<file path="config.mk">
export PLATFORM = sky130hd
export DESIGN_NAME = fighter_fsm
export DESIGN_NICKNAME = d
export VERILOG_FILES = /design/src/rtl/fighter_pkg.sv /design/src/rtl/fighter_vert_physics.sv /design/src/rtl/fighter_fsm.sv
export SDC_FILE = /design/constraint.sdc
export NUM_CORES = 1
export LEC_CHECK = 0
export CAP_MARGIN = 15
export CORE_MARGIN = 3
export CORE_UTILIZATION = 51
export DETAILED_ROUTE_END_ITERATION = 10
export PLACE_DENSITY = 0.77
export REMOVE_ABC_BUFFERS = 1
export SYNTH_ARGS = -nofsm -noshare
export SYNTH_HDL_FRONTEND = slang
export SYNTH_SLANG_ARGS = --single-unit
</file>
<file path="constraint.sdc">
create_clock -name clk -period 2.8 [get_ports clk]
set_input_delay 0.84 -clock clk [delete_from_list [all_inputs] [get_ports clk]]
set_output_delay 0.84 -clock clk [all_outputs]
set_load 0.02 [all_outputs]
</file>
<file path="src/rtl/fighter_pkg.sv">
// rtl/fighter_pkg.sv - shared encodings and widths for the fighter action sequencer
package fighter_pkg;

  localparam int COORD_W = 10;
  localparam int VEL_W   = 8;
  localparam int CNT_W   = 5;

  typedef logic [COORD_W-1:0]      coord_t;
  typedef logic signed [VEL_W-1:0] vel_t;
  typedef logic [CNT_W-1:0]        cnt_t;

  typedef enum logic [2:0] {
    ST_IDLE    = 3'd0,
    ST_WALK    = 3'd1,
    ST_CROUCH  = 3'd2,
    ST_JUMP    = 3'd3,
    ST_ATTACK  = 3'd4,
    ST_SHIELD  = 3'd5,
    ST_HITSTUN = 3'd6
  } state_t;

  localparam int BTN_LEFT   = 0;
  localparam int BTN_RIGHT  = 1;
  localparam int BTN_UP     = 2;
  localparam int BTN_DOWN   = 3;
  localparam int BTN_ATTACK = 4;
  localparam int BTN_SHIELD = 5;

endpackage

</file>
<file path="src/rtl/fighter_vert_physics.sv">
// rtl/fighter_vert_physics.sv - next-frame pos_y/vy with launch, gravity and landing detect
module fighter_vert_physics
  import fighter_pkg::*;
#(
  parameter coord_t GROUND_Y = 10'd400,
  parameter vel_t   JUMP_V0  = 8'sd12,
  parameter vel_t   GRAVITY  = 8'sd1
) (
  input  logic [COORD_W-1:0]      pos_y,
  input  logic signed [VEL_W-1:0] vy,
  input  logic                    launch,
  output logic [COORD_W-1:0]      y_next,
  output logic signed [VEL_W-1:0] vy_next,
  output logic                    airborne,
  output logic                    landed
);

  localparam logic signed [COORD_W:0] GROUND_S = {1'b0, GROUND_Y};

  // Positive vy moves the sprite up, i.e. toward smaller screen y.
  logic signed [COORD_W:0] y_calc;

  assign airborne = (pos_y != GROUND_Y) || (vy != '0);
  assign y_calc   = {1'b0, pos_y} - {{(COORD_W + 1 - VEL_W){vy[VEL_W-1]}}, vy};

  // Integrate one frame; a launch only loads velocity so the lift starts next frame.
  always_comb begin
    y_next  = pos_y;
    vy_next = vy;
    landed  = 1'b0;
    if (launch) begin
      vy_next = JUMP_V0;
    end else if (airborne) begin
      if (y_calc >= GROUND_S) begin
        y_next  = GROUND_Y;
        vy_next = '0;
        landed  = 1'b1;
      end else begin
        y_next  = y_calc[COORD_W] ? '0 : y_calc[COORD_W-1:0];
        vy_next = vy - GRAVITY;
      end
    end
  end

endmodule

</file>
<file path="src/rtl/fighter_fsm.sv">
// rtl/fighter_fsm.sv - per-player action sequencer driving sprite position and combat flags
module fighter_fsm
  import fighter_pkg::*;
#(
  parameter coord_t     X_INIT      = 10'd100,
  parameter coord_t     X_MIN       = 10'd0,
  parameter coord_t     X_MAX       = 10'd600,
  parameter coord_t     GROUND_Y    = 10'd400,
  parameter coord_t     WALK_SPD    = 10'd2,
  parameter vel_t       JUMP_V0     = 8'sd12,
  parameter vel_t       GRAVITY     = 8'sd1,
  parameter int         ATK_STARTUP = 3,
  parameter int         ATK_ACTIVE  = 4,
  parameter int         ATK_RECOVER = 6,
  parameter int         STUN_FRAMES = 20,
  parameter logic [7:0] SHIELD_MAX  = 8'd120,
  parameter logic       FACE_INIT   = 1'b1
) (
  input  logic               clk,
  input  logic               rst,
  input  logic               frame_tick,
  input  logic [6:0]         controller_inputs,
  input  logic               hit_in,
  output logic [COORD_W-1:0] pos_x,
  output logic [COORD_W-1:0] pos_y,
  output logic               facing,
  output logic [2:0]         state,
  output logic               attack_active,
  output logic               shield_active,
  output logic               block_pulse,
  output logic [7:0]         shield_energy
);

  localparam cnt_t ATK_ON    = cnt_t'(ATK_STARTUP);
  localparam cnt_t ATK_OFF   = cnt_t'(ATK_STARTUP + ATK_ACTIVE - 1);
  localparam cnt_t ATK_LAST  = cnt_t'(ATK_STARTUP + ATK_ACTIVE + ATK_RECOVER - 1);
  localparam cnt_t STUN_LOAD = cnt_t'(STUN_FRAMES);

  state_t st;
  state_t ground_next;
  vel_t   vy;
  vel_t   phys_vy;
  coord_t phys_y;
  coord_t x_walk;
  cnt_t   atk_cnt;
  cnt_t   atk_inc;
  cnt_t   stun_cnt;
  cnt_t   stun_next;
  logic   prev_attack;
  logic   phys_airborne;
  logic   phys_landed;
  logic   launch;
  logic   dir_left;
  logic   dir_right;
  logic   atk_edge;
  logic   grounded_st;
  logic   unused_bits;

  assign unused_bits = controller_inputs[6];
  assign state       = st;
  assign dir_left    = controller_inputs[BTN_LEFT] & ~controller_inputs[BTN_RIGHT];
  assign dir_right   = controller_inputs[BTN_RIGHT] & ~controller_inputs[BTN_LEFT];
  assign atk_edge    = controller_inputs[BTN_ATTACK] & ~prev_attack;
  assign grounded_st = (st == ST_IDLE) || (st == ST_WALK) || (st == ST_CROUCH);
  assign atk_inc     = atk_cnt + cnt_t'(1);
  assign stun_next   = (stun_cnt == '0) ? '0 : stun_cnt - cnt_t'(1);
  assign launch      = grounded_st && !hit_in && (ground_next == ST_JUMP);

  // Priority choice for a fighter standing on the ground.
  always_comb begin
    ground_next = ST_IDLE;
    if (atk_edge)
      ground_next = ST_ATTACK;
    else if (controller_inputs[BTN_SHIELD] && (shield_energy != '0))
      ground_next = ST_SHIELD;
    else if (controller_inputs[BTN_UP])
      ground_next = ST_JUMP;
    else if (controller_inputs[BTN_DOWN])
      ground_next = ST_CROUCH;
    else if (dir_left || dir_right)
      ground_next = ST_WALK;
  end

  // Horizontal step with clamping; left+right together is no direction.
  always_comb begin
    x_walk = pos_x;
    if (dir_right)
      x_walk = (pos_x > X_MAX - WALK_SPD) ? X_MAX : pos_x + WALK_SPD;
    else if (dir_left)
      x_walk = (pos_x < X_MIN + WALK_SPD) ? X_MIN : pos_x - WALK_SPD;
  end

  fighter_vert_physics #(
    .GROUND_Y (GROUND_Y),
    .JUMP_V0  (JUMP_V0),
    .GRAVITY  (GRAVITY)
  ) u_vert (
    .pos_y    (pos_y),
    .vy       (vy),
    .launch   (launch),
    .y_next   (phys_y),
    .vy_next  (phys_vy),
    .airborne (phys_airborne),
    .landed   (phys_landed)
  );

  // Action sequencer: hit resolution first, then the per-state behaviour, once per frame.
  always_ff @(posedge clk) begin
    if (!rst) begin
      pos_x         <= X_INIT;
      pos_y         <= GROUND_Y;
      vy            <= '0;
      facing        <= FACE_INIT;
      st            <= ST_IDLE;
      attack_active <= 1'b0;
      shield_active <= 1'b0;
      block_pulse   <= 1'b0;
      shield_energy <= SHIELD_MAX;
      atk_cnt       <= '0;
      stun_cnt      <= '0;
      prev_attack   <= 1'b0;
    end else if (frame_tick) begin
      prev_attack <= controller_inputs[BTN_ATTACK];
      block_pulse <= 1'b0;
      pos_y       <= phys_y;
      vy          <= phys_vy;
      if (st != ST_SHIELD && shield_energy != SHIELD_MAX)
        shield_energy <= shield_energy + 8'd1;

      if (hit_in && st != ST_HITSTUN && st != ST_SHIELD) begin
        st            <= ST_HITSTUN;
        stun_cnt      <= STUN_LOAD;
        attack_active <= 1'b0;
        shield_active <= 1'b0;
      end else begin
        case (st)
          ST_IDLE, ST_WALK, ST_CROUCH: begin
            st            <= ground_next;
            shield_active <= (ground_next == ST_SHIELD);
            if (ground_next == ST_ATTACK) begin
              atk_cnt       <= '0;
              attack_active <= (ATK_ON == '0);
            end
            if (ground_next == ST_WALK) begin
              pos_x  <= x_walk;
              facing <= dir_right;
            end
          end
          ST_JUMP: begin
            pos_x <= x_walk;
            if (dir_right || dir_left)
              facing <= dir_right;
            if (phys_landed)
              st <= ST_IDLE;
          end
          ST_ATTACK: begin
            if (atk_cnt == ATK_LAST) begin
              st            <= ST_IDLE;
              attack_active <= 1'b0;
            end else begin
              atk_cnt       <= atk_inc;
              attack_active <= (atk_inc >= ATK_ON) && (atk_inc <= ATK_OFF);
            end
          end
          ST_SHIELD: begin
            if (hit_in)
              block_pulse <= 1'b1;
            if (!controller_inputs[BTN_SHIELD] || shield_energy == '0) begin
              st            <= ST_IDLE;
              shield_active <= 1'b0;
            end else begin
              shield_energy <= shield_energy - 8'd1;
              if (shield_energy == 8'd1) begin
                st            <= ST_IDLE;
                shield_active <= 1'b0;
              end
            end
          end
          ST_HITSTUN: begin
            stun_cnt <= stun_next;
            if (stun_next == '0 && (!phys_airborne || phys_landed))
              st <= ST_IDLE;
          end
          default: st <= ST_IDLE;
        endcase
      end
    end
  end

endmodule
</file>
---- After elaboration in Yosys (flattened, before gate mapping) ----
Index checks and enable logic that the tools add are counted.
operators by class
  bitwise logic cells ..................... 8
  equal/unequal tests ..................... 25
  reduce and logical (&&, ||, !) cells .... 39
  mux-type cells .......................... 50
  add/subtract/negate cells ............... 8
  $lt $le $gt $ge ......................... 5
operator list
  operator               count
  $mux 10                7
  $mux 8                 7
  $mux 5                 5
  $mux 3                 8
  $pmux 10 s2            1
  $ne 3x3->1 const B     6
  $reduce_bool 8->1      2
  $eq 3x3->1 const B     5
  $mux 1                 15
  $pmux 3 s5             1
  $reduce_and 5->1       3
  $ge 11x10->1 const B   1
  $sub 10x11->11         1
  $add 10x2->10 const B  1
  $gt 10x10->1 const B   1
  $logic_not 5->1        2
  $lt 10x2->1 const B    1
  $ne 10x9->1 const B    1
  $pmux 5 s2             1
  $sub 10x2->10 const B  1
  $eq 3x2->1 const B     3
  $reduce_and 3->1       3
  $add 8x1->8 const B    1
  $eq 8x1->1 const B     1
  25 further kinds       57
word-level totals
  bits in registers ....................... 54
  output and inout port bits .............. 35
  word-level logic and storage cells ...... 147
  bits of input ports ..................... 11

---- Logic depth before layout (Yosys ltp) ----
  word-level depth ........................ 16
  gate-level depth with buffers ........... 11
  gate-level depth less buffers ........... 10

---- Hierarchy ----
Synthesis repeated with hierarchy kept, for this count alone.
unflattened totals
  cells, all modules ...................... 544
  area total of the unflattened synthesis .. 4284.1 um^2
by module, submodules not included
  module                area an instance (um^2)  sequential area each (um^2)  times used  cells each
  fighter_fsm           3238.1                   1061.0                       1           392
  fighter_vert_physics  1046.0                   0.0                          1           152

---- Worst setup path after synthesis ----
OpenSTA, ideal clock, no wires.
  kind .................................... register to register
  start point ............................. register pos_y[0]
  end point ............................... register vy[6]
  setup slack ............................. -0.017 ns
  cell stages (with the launch flop) ...... 12
  setup time .............................. 0.130 ns
  clock period less this slack ............ 2.817 ns
  data arrival time ....................... 2.687 ns
  cell sequence ........................... dfxtp_1 -> inv_1 -> ha_1 -> fa_1 -> nand2b_1 -> a211oi_1 -> nor2_1 -> a211oi_1 -> a31oi_2 -> buf_2 -> o211ai_1 -> o211ai_1
between the ends
  cells in the longest elaborated chain, start to end .. 5
  elaborated cells between the ends (all ways) .. 9
ends and longest elaborated chain
  element                 RTL line                    RTL
  start, declared         fighter_fsm.sv:25           output logic [COORD_W-1:0] pos_y,
  start signal, assigned  fighter_fsm.sv:125          pos_y <= phys_y;
  $sub 10x11->11          fighter_vert_physics.sv:24  assign y_calc = {1'b0, pos_y} - {{(COORD_W + 1 - VEL_W){vy[VEL_W-1]}}, vy};
  $ge 11x10->1            fighter_vert_physics.sv:34  if (y_calc >= GROUND_S) begin
  $mux 8                  fighter_vert_physics.sv:34
  $mux 8                  fighter_vert_physics.sv:33  end else if (airborne) begin
  $mux 8                  fighter_vert_physics.sv:31  if (launch) begin
  end signal, assigned    fighter_fsm.sv:126          vy <= phys_vy;
  end, declared           fighter_fsm.sv:41           vel_t vy;
Parallel ways exist; a longest one is shown, timed or not. The select of a mux whose other input is x is not followed.
A chain may end at the register's enable or synchronous reset.

---- Worst setup path after layout ----
  start point ............................. register vy[2]
  end point ............................... register st[0], in the netlist state[0]
between the ends
  cells in the longest elaborated chain, start to end .. 9
  elaborated cells between the ends (all ways) .. 13
ends and longest elaborated chain
  element                              RTL line                    RTL
  $sub 10x11->11                       fighter_vert_physics.sv:24
  $ge 11x10->1                         fighter_vert_physics.sv:34
  $mux 1                               fighter_vert_physics.sv:34
  $mux 1                               fighter_vert_physics.sv:33
  $mux 1                               fighter_vert_physics.sv:31
  $logic_or 1x1->1                     fighter_fsm.sv:181          if (stun_next == '0 && (!phys_airborne || phys_landed))
  $logic_and 1x1->1                    fighter_fsm.sv:181
  $ne 3x3->1 (no source line)          -
  $reduce_and 5->1 (no source line) *  -
  end signal, assigned                 fighter_fsm.sv:138          st <= ground_next;
  end, declared                        fighter_fsm.sv:39           state_t st;
Mark *: on every way between the ends. The rest lies on a longest branch, timed or not.

==> reports/results.tsv <==
metric	value	unit
status	completed	
Via-to-Cell Ratio	5.94	
placer congestion estimate	0.920	
clock skew	0.00671	ns
Slew HR	0.416	
final hold violation count	0	
GRT Util Overall	0.224	
n_diodes	0	
Worst EP arrival	2.91	ns
post-route non-filler standard cell count	673	
die area	8700	um2
Least-Margin Pin Slew	0.866	ns
CTS tree	yes	
htree depth	2	
final wirelength	9970	um
Setup crit start kind	flop	
Power Density	939	nW/um2
max-cap violation count	0	
DR vias	3999	
hold crit path type	reg -> reg	
TritonCTS Buffers	5	
first-pass iteration count of the detailed router	5	
Yosys top cell by area	dfxtp_1	
vias in the first global route	3625	
DPL Wire Length	7390	um
Post-synth EDFFs	0	
Layout area overhead	22.6	%
f_max	375	MHz
Tmin final	2.66	ns
later-pin clock latency in the skew report	0.31	ns
largest net degree at the start of global routing	25	
Clock transition at path regs	0.10	ns
most frequent cell after synthesis	nand2_1	
worst-path fanout max	5	
Core ar.	7330	um2
IO Port Bufs	43	
CTS root buf	clkbuf_8	
CP Class	reg -> reg	
worst hold stages	2	
asr flop ratio synth	0	
predominant post-synthesis flop cell	dfxtp_1	
# rows	31	
grt ovf	0	
io pins	46	
clk buf depth	2	
DR DRC count	0	
post-route clock period utilization	0.951	
layout cells sized above 1	0.127	
Mapped Area	3890	um2
commonest cells in the netlist	55 x nand2_1, 53 x dfxtp_1, 48 x nor2_1	
Die W	93.3	um
register area share after synthesis	0.273	
synth top area cells	dfxtp_1 27%, ha_1 7.1%, a21oi_1 6.1%, nand2_1 5.3%, nor2_1 4.6%	
peak supply drop	486	uV
max-slew violation count	0	
Yosys top cell area share	0.273	
Mapped Cells	515	
Die Ht	93.3	um
first-pass GRT wire length	16400	um
initial antenna violation count	0	
antenna-violating nets left	0	
Worst EP required	3.04	ns
Synth Warn #	0	
Yosys reg bits	53	
Sink Count	53	
Layout Nets	607	
post-synth cell types	77	
mean area per synthesized cell	7.55	um2
Leak	1.86	nW
Initial Util	0.530	
count of final setup violators	0	
CP endpoint kind	flop	
worst reg2reg path depth	11	
Inst Count DP	665	
Iteration-0 DRC Markers	244	
Util after Layout	0.650	
DR WL/cell	14.8	um
postcts setup bufs	0	
==> per-layer routing <==
metal	track usage	wire (um)	vias to the layer above
met5	0	0	-
met4	0.0562	112	0
met3	0.0290	435	12
met2	0.370	4700	114
met1	0.309	4720	1879
li1	-	-	1994
==> cells by family (layout without fill, tap and decap cells) <==
group / after synthesis / count (layout) / share of synthesized area
mux: 6 / 6 / 0.0158
compound gates: 158 / 158 / 0.279
simple gates: 200 / 200 / 0.257
fa+ha+maj: 23 / 23 / 0.0760
other cells: 1 / 1 / 0.000965
buf+inv: 58 / 117 / 0.0618
xor+xnor: 16 / 16 / 0.0361
flops: 53 / 53 / 0.273
==> registers in the layout, summed over array words and instances (netlist names) <==
register / cells
pos_x: 9
prev_attack: 1
facing: 1
atk_cnt: 5
state: 3
pos_y: 10
shield_energy: 8
vy: 8
attack_active: 1
shield_active: 1
block_pulse: 1
stun_cnt: 5
==> power breakdown <==
| group | total [W] | internal, W | switching (W) |
|---|---|---|---|
| clock network | 0.000443 | 0.000179 | 0.000264 |
| registers | 0.00104 | 0.000880 | 0.000160 |
| logic | 0.00299 | 0.00135 | 0.00164 |
==> area by class of cell <==
type,count,area (um2)
multi-input cells,404,2680
inverters,30,113
clock buffers,6,72.6
fillers,626,2570
repair buffers,79,701
well taps,99,124
clock inverters,2,13.8
flip-flops and latches,53,1060
==> layout by cell type, fill, tap and decap left out, types with 8 or more instances in the layout <==
master and instances:
nand2_1 55, dfxtp_1 53, nor2_1 46, a21oi_1 45, clkdlybuf4s50_1 43, buf_4 36
inv_1 30, o21ai_0 27, ha_1 22, nor3_1 20, nand3_1 14, o211ai_1 12
nand2b_1 11, xnor2_1 10, and3_1 9, nor2b_1 8
==> stage by stage <==
step | setup slack, ns | setup TNS, ns | hold WS [ns] | total power (W) | cell area (um2)
after floorplan | -0.114 | -0.337 | 0.449 | 0.00279 | 3760
after global placement | 0.0237 | 0 | 0.466 | 0.00370 | 4580
after detailed placement | -0.0484 | -0.123 | 0.475 | 0.00376 | 4580
after CTS | 0.0125 | 0 | 0.490 | 0.00423 | 4670
after global routing | -0.0153 | -0.0304 | 0.510 | 0.00480 | 4760
final | 0.136 | 0 | 0.487 | 0.00448 | 4760
==> path summary, 6_finish.rpt <==
check	start	end	slack, ns
max	vy[2]	state[0]	0.14
min	block_pulse	block_pulse	0.49
max reg2reg	vy[2]	state[0]	0.14
min reg2reg	block_pulse	block_pulse	0.49
==> critical path: stages (launching register included) <==
cell	delay, ns
dfxtp_1	0.39
inv_1	0.09
ha_1	0.37
o211ai_1	0.22
a21oi_1	0.07
buf_4	0.16
o211a_1	0.27
o311ai_4	0.36
a31oi_4	0.09
buf_4	0.19
o22ai_4	0.18
mux2i_1	0.20
==> what timing repair did <==
item	4_1_cts	5_1_grt
pin swaps	0	4
gates cloned	0	0
resized for setup	1	15
setup endpoints to repair	4	15
hold buffers	0	0
endpoints found under the hold margin	0	0
No activity file was read; power rests on OpenSTA's default activity.
